[src/rtl/gyro_pkg.sv]
// Shared types, defaults and saturation helper for the gyro bias corrector.
package gyro_pkg;

  typedef enum logic [1:0] {
    WAIT_BOOT = 2'd0,
    CALIBRATE = 2'd1,
    RUN       = 2'd2
  } gyro_state_t;

  localparam int CAL_SHIFT_DEF = 8;
  localparam int LPF_SHIFT_DEF = 3;

  function automatic logic signed [15:0] sat16(
    input logic signed [16:0] v
  );
    if (v[16] == v[15]) return v[15:0];
    else if (v[16]) return 16'sh8000;
    else return 16'sh7fff;
  endfunction

endpackage

[src/rtl/gyro_axis_corrector.sv]
// One axis: bias accumulator, subtract/saturate and optional IIR stage.
// Filter present only when GYRO_LPF_EN is defined.
module gyro_axis_corrector
  import gyro_pkg::*;
#(
  parameter int CAL_SHIFT = CAL_SHIFT_DEF
`ifdef GYRO_LPF_EN
  , parameter int LPF_SHIFT = LPF_SHIFT_DEF
`endif
) (
  input  logic               clk,
  input  logic               rst,
  input  logic               clr,
  input  logic               acc_en,
  input  logic               load,
  input  logic               run_en,
  input  logic signed [15:0] sample,
  output logic signed [15:0] rate
);

  logic signed [15+CAL_SHIFT:0] acc;
  logic signed [15+CAL_SHIFT:0] sample_ext;
  logic signed [15:0]           bias;
  logic signed [16:0]           diff;
  logic signed [15:0]           sat;

  assign sample_ext = {{CAL_SHIFT{sample[15]}}, sample};
  assign diff       = {sample[15], sample} - {bias[15], bias};
  assign sat        = sat16(diff);

  always_ff @(posedge clk) begin
    if (rst || clr) acc <= '0;
    else if (acc_en) acc <= acc + sample_ext;
  end

  // Top bits of the accumulator are the floor of acc / 2^CAL_SHIFT.
  always_ff @(posedge clk) begin
    if (rst) bias <= '0;
    else if (load) bias <= acc[CAL_SHIFT +: 16];
  end

`ifdef GYRO_LPF_EN
  logic signed [15:0] s_q;
  logic signed [15:0] y;
  logic               upd_q;
  logic signed [16:0] d;
  logic signed [16:0] step;
  logic signed [16:0] ysum;

  assign d    = {s_q[15], s_q} - {y[15], y};
  assign step = d >>> LPF_SHIFT;
  assign ysum = {y[15], y} + step;

  always_ff @(posedge clk) begin
    if (rst) s_q <= '0;
    else if (run_en) s_q <= sat;
  end

  always_ff @(posedge clk) begin
    if (rst || clr) begin
      upd_q <= 1'b0;
      y     <= '0;
    end else begin
      upd_q <= run_en;
      if (upd_q) y <= sat16(ysum);
    end
  end

  assign rate = y;
`else
  logic signed [15:0] rate_q;

  always_ff @(posedge clk) begin
    if (rst) rate_q <= '0;
    else if (run_en) rate_q <= sat;
  end

  assign rate = rate_q;
`endif

endmodule

[src/rtl/gyro_bias_corrector.sv]
// Gyro bias calibration FSM, sample edge detect and three axis correctors.
// Optional IIR smoothing of the output enabled by defining GYRO_LPF_EN.
module gyro_bias_corrector
  import gyro_pkg::*;
#(
  parameter int CAL_SHIFT = CAL_SHIFT_DEF,
  parameter int LPF_SHIFT = LPF_SHIFT_DEF
) (
  input  logic               clk,
  input  logic               rst,
  input  logic signed [15:0] gyro_xout,
  input  logic signed [15:0] gyro_yout,
  input  logic signed [15:0] gyro_zout,
  input  logic               booting,
  input  logic               data_ready,
  input  logic               recal,
  output logic signed [15:0] rate_x,
  output logic signed [15:0] rate_y,
  output logic signed [15:0] rate_z,
  output logic               rate_valid,
  output logic               calibrated
);

  if (CAL_SHIFT < 1 || CAL_SHIFT > 12) begin : g_bad_cal
    $error("CAL_SHIFT out of range 1..12");
  end
  if (LPF_SHIFT < 1 || LPF_SHIFT > 8) begin : g_bad_lpf
    $error("LPF_SHIFT out of range 1..8");
  end

  gyro_state_t        state_q;
  gyro_state_t        state_d;
  logic               dr_q;
  logic               ev;
  logic               clr;
  logic               acc_en;
  logic               load;
  logic               run_en;
  logic               cnt_full;
  logic [CAL_SHIFT:0] cnt_q;

  assign ev       = data_ready & ~dr_q;
  assign cnt_full = cnt_q[CAL_SHIFT];

  always_ff @(posedge clk) begin
    if (rst) state_q <= WAIT_BOOT;
    else state_q <= state_d;
  end

  always_comb begin
    state_d = state_q;
    if (booting) begin
      state_d = WAIT_BOOT;
    end else begin
      unique case (state_q)
        WAIT_BOOT: state_d = CALIBRATE;
        CALIBRATE: begin
          if (recal) state_d = CALIBRATE;
          else if (cnt_full) state_d = RUN;
        end
        RUN: if (recal) state_d = CALIBRATE;
        default: state_d = WAIT_BOOT;
      endcase
    end
  end

  // Once the counter is full the next cycle only loads the bias;
  // any edge seen then is dropped.
  always_comb begin
    clr        = 1'b0;
    acc_en     = 1'b0;
    load       = 1'b0;
    run_en     = 1'b0;
    calibrated = (state_q == RUN);
    if (!booting) begin
      unique case (state_q)
        WAIT_BOOT: clr = 1'b1;
        CALIBRATE: begin
          if (recal) begin
            clr = 1'b1;
          end else begin
            load   = cnt_full;
            acc_en = ev & ~cnt_full;
          end
        end
        RUN: begin
          if (recal) clr = 1'b1;
          else run_en = ev;
        end
        default: clr = 1'b0;
      endcase
    end
  end

  always_ff @(posedge clk) begin
    if (rst) dr_q <= 1'b0;
    else dr_q <= data_ready;
  end

  always_ff @(posedge clk) begin
    if (rst || clr) cnt_q <= '0;
    else if (acc_en) cnt_q <= cnt_q + 1'b1;
  end

`ifdef GYRO_LPF_EN
  logic v1_q;

  always_ff @(posedge clk) begin
    if (rst || clr) v1_q <= 1'b0;
    else v1_q <= run_en;
  end

  always_ff @(posedge clk) begin
    if (rst) rate_valid <= 1'b0;
    else rate_valid <= v1_q & ~clr;
  end
`else
  always_ff @(posedge clk) begin
    if (rst) rate_valid <= 1'b0;
    else rate_valid <= run_en;
  end
`endif

  logic signed [15:0] smp [3];
  logic signed [15:0] rt  [3];

  assign smp[0] = gyro_xout;
  assign smp[1] = gyro_yout;
  assign smp[2] = gyro_zout;

  for (genvar a = 0; a < 3; a++) begin : g_axis
    gyro_axis_corrector #(
      .CAL_SHIFT (CAL_SHIFT)
`ifdef GYRO_LPF_EN
      , .LPF_SHIFT (LPF_SHIFT)
`endif
    ) u_axis (
      .clk    (clk),
      .rst    (rst),
      .clr    (clr),
      .acc_en (acc_en),
      .load   (load),
      .run_en (run_en),
      .sample (smp[a]),
      .rate   (rt[a])
    );
  end

  assign rate_x = rt[0];
  assign rate_y = rt[1];
  assign rate_z = rt[2];

endmodule

[config.mk]
export PLATFORM = sky130hd
export DESIGN_NAME = gyro_bias_corrector
export DESIGN_NICKNAME = d
export VERILOG_FILES = /design/src/rtl/gyro_pkg.sv /design/src/rtl/gyro_axis_corrector.sv /design/src/rtl/gyro_bias_corrector.sv
export SDC_FILE = /design/constraint.sdc
export NUM_CORES = 1
export LEC_CHECK = 0
export CAP_MARGIN = 20
export CORE_ASPECT_RATIO = 0.5
export CORE_MARGIN = 8
export CORE_UTILIZATION = 47
export DETAILED_ROUTE_END_ITERATION = 12
export GPL_TIMING_DRIVEN = 0
export PLACE_DENSITY = 0.79
export SETUP_SLACK_MARGIN = 0.2
export SLEW_MARGIN = 20
export SYNTH_ARGS = -nofsm -noshare
export SYNTH_HDL_FRONTEND = slang
export SYNTH_SLANG_ARGS = --single-unit
[constraint.sdc]
create_clock -name clk -period 9.7 [get_ports clk]
set_input_delay 2.91 -clock clk [delete_from_list [all_inputs] [get_ports clk]]
set_output_delay 2.91 -clock clk [all_outputs]
set_load 0.05 [all_outputs]
======== Word-level counts from Yosys, hierarchy flattened ========
Index checks and enable logic that the tools add are counted.
W data, S select, Z words.
storage, ports and cells
  bits in registers ....................... 181
  output and inout port bits .............. 50
  input port bits ......................... 53
  logic and storage cells ................. 58
cells by class
  multiplexer cells ....................... 22
  $add $sub $neg .......................... 7
  eq/ne operators ......................... 7
  bitwise gates (word level) .............. 4
  reduce and logical (&&, ||, !) cells .... 5
operators with widths
  operator               count
  $mux W16               6
  $add A24 B16 Y24       3
  $sub A16 B16 Y17       3
  $mux W1                11
  $add A9 B1 Y9 const B  1
  $mux W2                3
  $pmux W2 S3            1
  $reduce_or A2 Y1       2
  $eq A1 B1 Y1           3
  $ne A3 B3 Y1 const B   1
  $and A1 B1 Y1          2
  $eq A2 B1 Y1 const B   1
  $eq A2 B2 Y1 const B   1
  $logic_not A2 Y1       1
  $ne A2 B2 Y1 const B   1
  $not A1 Y1             2
  $pmux W1 S2            1
  $reduce_and A2 Y1      1
  $logic_or A1 B1 Y1     1

======== Depth between registers and ports, before layout ========
Gate-level depths: netlist of the first run.
  word-level depth ........................ 6
  mapped depth ............................ 13
  mapped depth without buffers ............ 12

======== Modules after synthesis ========
From an unflattened synthesis of the first run, not the netlist that was laid out.
unflattened totals
  cells, all modules ...................... 1,510
  area total of the unflattened synthesis .. 12,966.2 µm²
modules (own cells, without submodules)
  module                                       cells each  area an instance (µm²)  instances  sequential area each (µm²)
  gyro_axis_corrector at g_axis[0].u_axis ...  467         4,015.1                 2          1,121.1
  gyro_axis_corrector at g_axis[2].u_axis      498         4,221.5                 1          1,121.1
  gyro_bias_corrector                          78          714.4                   1          260.2

======== Worst setup path before layout of the first run ========
OpenSTA, ideal clock, no wires.
  kind .................................... input -> register
  from .................................... in gyro_zout[0]
  to ...................................... reg g_axis[2].u_axis.rate_q[14]
  buffers on the path ..................... 1
  setup slack ............................. 4.396 ns
  required time ........................... 9.552 ns
  data arrival time ....................... 5.156 ns
  stages .................................. 13
  library setup time ...................... 0.148 ns
  cells stage by stage .................... inv_1 -> ha_1 -> inv_1 -> fa_1 -> a21o_1 -> a31o_2 -> a2111oi_4 -> nor4_2 -> o22ai_4 -> buf_6 -> nand3_1 -> a31oi_1 -> a211oi_1
between the ends
  word-level cells in the longest chain between the ends .. 3
  elaborated cells on any way between the ends .. 4
  those cells by class .................... add/sub (1); eq/ne (1); mux (2)
ends and longest elaborated chain
  element                                   RTL line                        RTL
  start, declared                           gyro_bias_corrector.sv:13       input logic signed [15:0] gyro_zout,
  $sub A16 B16 Y17 *                        gyro_axis_corrector.sv:28       assign diff = {sample[15], sample} - {bias[15], bias};
  $mux W16 or $eq A1 B1 Y1 (tied branches)  gyro_pkg.sv:17, gyro_pkg.sv:16
  $mux W16 *                                gyro_pkg.sv:16                  if (v[16] == v[15]) return v[15:0];
  end signal, assigned                      gyro_axis_corrector.sv:75       else if (run_en) rate_q <= sat;
  end, declared                             gyro_axis_corrector.sv:71       logic signed [15:0] rate_q;
Every way passes the cells marked *; elsewhere a longest branch is shown, timed or not.
A chain may end at the register's enable or synchronous reset.

======== Worst setup path after layout of the first run ========
  from .................................... in recal
  to ...................................... reg g_axis[0].u_axis.acc[13]
between the ends
  word-level cells in the longest chain between the ends .. 4
  elaborated cells on any way between the ends .. 7
  those cells by class .................... mux (6); reduce/logical (1)
ends and longest elaborated chain
  element               RTL line                                              RTL
  start, declared       gyro_bias_corrector.sv:16                             input logic recal,
  $mux W1               gyro_bias_corrector.sv:79, gyro_bias_corrector.sv:87
  $pmux W1 S2           gyro_bias_corrector.sv:76                             unique case (state_q)
  $mux W1               gyro_bias_corrector.sv:75                             if (!booting) begin
  $logic_or A1 B1 Y1    gyro_axis_corrector.sv:32                             if (rst || clr) acc <= '0;
  end signal, assigned  gyro_axis_corrector.sv:33                             else if (acc_en) acc <= acc + sample_ext;
  end, declared         gyro_axis_corrector.sv:21                             logic signed [15+CAL_SHIFT:0] acc;
Parallel ways exist; a longest one is shown, timed or not.

==> results.ini, run 1 <==
[detailed_routing]
drc = 0
wl_per_cell_um = 17.2
via_per_inst = 5.77
drt-total-wl_um = 36100
drt.antenna.violating_nets = 0
vias = 12100
dr.pass1.iters = 5
drtIter0Drc = 950

[clock_network]
cts_tree = done
clock_latency_ns = 0.46
cts_resized = 0
cts.clk_slew.worst_paths_ns = 0.07
clock_sinks = 181
cts_made_buffers = 17
cts.htree.levels = 4
postCtsSetupBuffers = 0
ctsHoldBuffers = 0
cts-root-buf = clkbuf_16
clockBufferDepth = 2

[sta]
setup_slack_ns = 3.83
worst_clock_skew_ns = 0.0116
setup_viol = 0
fin_crit_ns = 5.87
worst_slew_pin_slew_ns = 0.884
tns_ns = 0
slew_headroom = 0.410
hold_viol_final = 0
drv_slew = 0
rsz0062_at_grt = false
fmax_mhz = 170
finalCritPeriodShare = 0.605

[setup_path]
arrival_ns = 6.25
crit_required_ns = 10.07
crit_path_start_kind = primary input
crit_fanout = 10
critical_path_class = primary input to flop
critical_path.endpoint_type = flop

[die]
core_sq_mm = 0.0264
die_w_um = 248
row_count = 42
die_area_sq_mm = 0.0327
initial_core_util = 0.478
fp.dieH_um = 132
io_pins = 103

[hold_path]
hold_path.class = flop to flop

[placement]
dp_hpwl_um = 28200
pre_cts_slack_ns = 3.51
post_dp_cell_area_sq_mm = 0.0141
io_buffers = 102
gp_congestion = 0.934

[cells_and_area]
drive_gt1_frac = 0.0497
areaGrowthSynthToFinish_pct = 16.3
design_area_sq_mm = 0.0147
final_common_cell = nand2_1
fin_nets = 1921
antenna_cells = 0
final_cell_mix = 227 x nand2_1, 200 x a21oi_1, 181 x dfxtp_1, 131 x nor2_1, 123 x ha_1

[grt]
grt_pass1_vias = 11300
gr-total-overflow = 0
grtUsageTotal = 0.216
antenna_found_initial = 0
grt_pass1_wl_um = 57500
grt_max_degree = 19

[synthesis]
yosys_warnings = 0
syn_nets = 1800
ys_seq_elements = 181
synthFlopType = dfxtp_1
synth_edf_count = 0
ys_types = 77
avgSynthCellArea_sq_um = 7.81
async_flop_share = 0
syn-cell-area_sq_mm = 0.0126
yosysSeqAreaShare = 0.287
synthCells = 1618

[pwr]
powerDensity_mw_per_mm2 = 118
ir_drop_uv = 131
p_leak_nw = 5.54

[outcome]
status = finished clean

[flow_run]
maxCapViolCount = 0

-- cells in the mapped netlist (5+ instances only) --
cell / instances / area (sq um)
a21o_1: 48 / 360
a211o_1: 5 / 43.8
and2_1: 8 / 50.1
or3_1: 8 / 50.1
o21bai_1: 18 / 135
nand3_1: 23 / 115
nand2b_1: 6 / 37.5
xor2_1: 37 / 324
o31ai_1: 8 / 60.1
clkbuf_1: 60 / 225
dfxtp_1: 181 / 3620
maj3_2: 14 / 158
a31oi_1: 12 / 75.1
nor3b_1: 5 / 37.5
ha_1: 123 / 1540
a211oi_1: 52 / 390
buf_2: 7 / 35.0
nor2_1: 131 / 492
o21ai_0: 91 / 455
inv_1: 88 / 330
nor3_1: 28 / 140
nor2b_1: 9 / 56.3
o21a_1: 22 / 165
nand4_1: 14 / 87.6
a211oi_2: 13 / 163
o211ai_1: 7 / 52.6
nand2_1: 227 / 852
fa_1: 6 / 120
a21oi_1: 200 / 1000
and3_1: 14 / 87.6
xnor2_1: 54 / 473
-- through the flow --
stage | hold WS, ns | power, W | util | instances
global placement | 0.443 | 0.00102 | 0.534 | 2072
CTS | 0.456 | 0.00173 | 0.556 | 2104
floorplan | 0.436 | 0.000944 | - | 1618
detailed placement | 0.447 | 0.00103 | 0.534 | 2072
finish | 0.454 | 0.00173 | 0.556 | 2104
global route | 0.476 | 0.00180 | 0.556 | 2104
-- cell type report --
cell class | instances | area (sq um)
Fill cell | 2467 | 11700
Multi-Input combinational cell | 1279 | 8400
Sequential cell | 181 | 3620
Timing Repair Buffer | 102 | 1020
Tap cell | 352 | 440
Clock buffer | 18 | 439
Inverter | 89 | 334
Buffer | 69 | 283
Clock inverter | 14 | 163
-- cell families after synthesis --
logic type | Yosys count | synth area share
AO/OA/AOI/OAI | 541 | 0.278
AND/OR/NAND/NOR | 495 | 0.173
flip-flops | 181 | 0.287
buffers and inverters | 158 | 0.0488
adder cells (fa/ha/maj) | 147 | 0.147
XOR/XNOR | 91 | 0.0630
multiplexers | 5 | 0.00406
-- worst paths after layout --
| kind | start | to | slack, ns | cells after the start |
|---|---|---|---|---|
| min | g_axis[0].u_axis.bias[7]$_SDFFE_PP0P_ | g_axis[0].u_axis.bias[7]$_SDFFE_PP0P_ | 0.45 | 2 |
| min reg2reg | g_axis[0].u_axis.bias[7]$_SDFFE_PP0P_ | g_axis[0].u_axis.bias[7]$_SDFFE_PP0P_ | 0.45 | 2 |
| max | recal | g_axis[0].u_axis.acc[13]$_SDFFE_PP0P_ | 3.83 | 8 |
| max reg2reg | state_q[1]$_SDFFE_PP0P_ | g_axis[0].u_axis.acc[13]$_SDFFE_PP0P_ | 6.50 | 9 |
-- metal layers --
metal,routed length [um],GRT usage
met5,0,0
met2,16500,0.357
met4,614,0.0583
met3,2620,0.0372
met1,16400,0.286
-- worst max-delay path: stages --
cell,delay (ns)
clkdlybuf4s50_1,0.49
nor4b_1,0.59
and2_1,0.20
clkbuf_1,0.36
clkbuf_1,0.57
clkbuf_1,0.69
o21ai_0,0.23
a21oi_1,0.20
-- flip-flops by register name (all words and copies together), names as in the netlist --
name / cells
dr_q: 1
rate_valid: 1
cnt_q: 9
g_axis.u_axis.bias: 48
g_axis.u_axis.rate: 48
state_q: 2
g_axis.u_axis.acc: 72
-- power by group --
part	switching (W)	leakage, nW	internal (W)
registers	0.00000162	1.46	0.000744
logic	0.000164	3.79	0.000106
clock network	0.000340	0.292	0.000374
(Power assumes the default switching activity.)
==> inputs of run 2 (changes only) <==
Settings changed: PLACE_DENSITY 0.79 to 0.81.
Clock period 9.7 ns to 5.4 ns, I/O delays scaled along.
==> results.ini, run 2 (synthesized netlist as in run 1, its figures left out) <==
[placement]
dp_hpwl_um = 27700
post_dp_cell_area_sq_mm = 0.0141
dp.cells = 2072
gp_congestion = 0.958
io_buffers = 102
pre_cts_slack_ns = 0.487

[cells_and_area]
largest-register = g_axis.u_axis.acc
antenna_cells = 0
fin_nets = 1921
largest_reg_flops = 72
areaGrowthSynthToFinish_pct = 16.1
post_layout_nonfiller_instances = 2103
final_common_cell = nand2_1
design_area_sq_mm = 0.0147
seq_area_sq_mm = 0.00362
final.fill_count = 2452
drive_gt1_frac = 0.0491
final_cell_mix = 227 x nand2_1, 200 x a21oi_1, 181 x dfxtp_1, 131 x nor2_1, 123 x ha_1
multi_input_area_sq_mm = 0.00840

[setup_path]
crit_required_ns = 5.77
r2r_start = state_q[1]$_SDFFE_PP0P_
critical_path_class = primary input to flop
critical_path_buf_inv_count = 4
cp_cell_sequence = clkdlybuf4s50_1 > nor4b_1 > and2_1 > clkbuf_1 > clkbuf_1 > clkbuf_1 > o21ai_0 > a21oi_1
r2r-end = g_axis[0].u_axis.acc[13]$_SDFFE_PP0P_
r2r_slack_ns = 2.17
reg2reg_depth = 9
timing.critical_path.mode_cell = clkbuf_1
cp-endpoint = g_axis[0].u_axis.acc[13]$_SDFFE_PP0P_
cp_slowest_cell = clkbuf_1
path_depth = 8
arrival_ns = 5.01
critical_path.endpoint_type = flop
startpoint = data_ready
crit_fanout = 10
slowest_delay_ns = 0.72
crit_path_start_kind = primary input
crit_family = buffers and inverters

[grt]
gr-total-overflow = 0
grt_max_degree = 17
grt_use_met3 = 0.0419
busiest_layer = met2
antenna_found_initial = 0
grt_pass1_wl_um = 58000
gr-usage-met2 = 0.355
grt_util_met1 = 0.290
grt_pass1_vias = 11300
grtUsageTotal = 0.216

[sta]
setup_viol = 0
slew_headroom = 0.418
drv_slew = 0
fmax_mhz = 216
finalCritPeriodShare = 0.858
setup_slack_ns = 0.764
rsz0062_at_grt = false
worst_slew_pin_slew_ns = 0.874
tns_ns = 0
hold_viol_final = 0
worst_clock_skew_ns = 0.0177
fin_crit_ns = 4.64

[clock_network]
clock_sinks = 181
ctsHoldBuffers = 0
clock_latency_ns = 0.46
cts-root-buf = clkbuf_16
cts.clk_slew.worst_paths_ns = 0.06
cts_tree = done
clockBufferDepth = 2
postCtsSetupBuffers = 0
cts_resized = 0
cts_made_buffers = 17
cts.htree.levels = 4

[die]
io_pins = 103
die_w_um = 248
die_area_sq_mm = 0.0327
initial_core_util = 0.478
fp.dieH_um = 132
row_count = 42
core_sq_mm = 0.0264

[hold_path]
hold_path.class = flop to flop

[detailed_routing]
drt-total-wl_um = 35900
dr.pass1.iters = 6
drtIter0Drc = 1017
drt.antenna.violating_nets = 0
wl_per_cell_um = 17.1
vias = 12200
drc = 0
via_per_inst = 5.80

[pwr]
ir_drop_uv = 213
switching_share = 0.286
p_leak_nw = 5.52
sequentialPowerShare = 0.436
p_clk_frac = 0.406
p_int_w = 0.00219
p_sw_w = 0.000880
powerDensity_mw_per_mm2 = 209
combPwrFrac = 0.158

[outcome]
status = finished clean

[flow_run]
maxCapViolCount = 0

## run 2: power by group through the flow
stage | logic [W] | registers [W] | clock network (W)
finish | 0.000485 | 0.00134 | 0.00125
global route | 0.000529 | 0.00134 | 0.00132
CTS | 0.000476 | 0.00134 | 0.00125
detailed placement | 0.000471 | 0.00137 | 0
global placement | 0.000464 | 0.00137 | 0
floorplan | 0.000326 | 0.00137 | 0
## run 2: final cells by class
type                            instances  share of cell area
Clock buffer                           19              0.0309
Inverter                               89              0.0228
Timing Repair Buffer                  102              0.0696
Buffer                                 69              0.0193
Tap cell                              352              0.0300
Clock inverter                         12             0.00810
Sequential cell                       181               0.247
Multi-Input combinational cell       1279               0.573
## run 2: tightest hold or removal path, delay by kind of cell, from the launching register on
family	cells	cell delay, ns
DFF	1	0.31
AOI/OAI and AO/OA	1	0.05
and+or+nand+nor	1	0.05
## run 2: worst min-delay path by stage
stage                                                start                                      to  slack, ns  cells past startpoint
CTS                 g_axis[1].u_axis.bias[13]$_SDFFE_PP0P_  g_axis[1].u_axis.bias[13]$_SDFFE_PP0P_       0.46                      2
floorplan             g_axis[0].u_axis.acc[6]$_SDFFE_PP0P_    g_axis[0].u_axis.acc[6]$_SDFFE_PP0P_       0.44                      2
global route         g_axis[0].u_axis.bias[2]$_SDFFE_PP0P_   g_axis[0].u_axis.bias[2]$_SDFFE_PP0P_       0.47                      2
detailed placement  g_axis[1].u_axis.bias[13]$_SDFFE_PP0P_  g_axis[1].u_axis.bias[13]$_SDFFE_PP0P_       0.45                      2
global placement    g_axis[0].u_axis.bias[14]$_SDFFE_PP0P_  g_axis[0].u_axis.bias[14]$_SDFFE_PP0P_       0.44                      2
finish              g_axis[0].u_axis.bias[12]$_SDFFE_PP0P_  g_axis[0].u_axis.bias[12]$_SDFFE_PP0P_       0.46                      2
## run 2: metrics by stage
step	total power, W	hold slack (ns)	utilization
CTS	0.00307	0.456	0.555
global placement	0.00183	0.443	0.534
global route	0.00319	0.475	0.555
finish	0.00307	0.456	0.555
floorplan	0.00170	0.436	-
detailed placement	0.00184	0.448	0.534
## run 2: per-layer routing
metal  vias up  wire length, um
met2       409            16400
met1      5729            16500
li1       6014                -
met4         0              487
met5         -                0
met3        44             2460
==> inputs of run 3 (changes only) <==
Settings changed: CTS_CLUSTER_SIZE from default to 28.
==> results of run 3 <==
Final layout, timing and power as in run 2 (identical DEF).
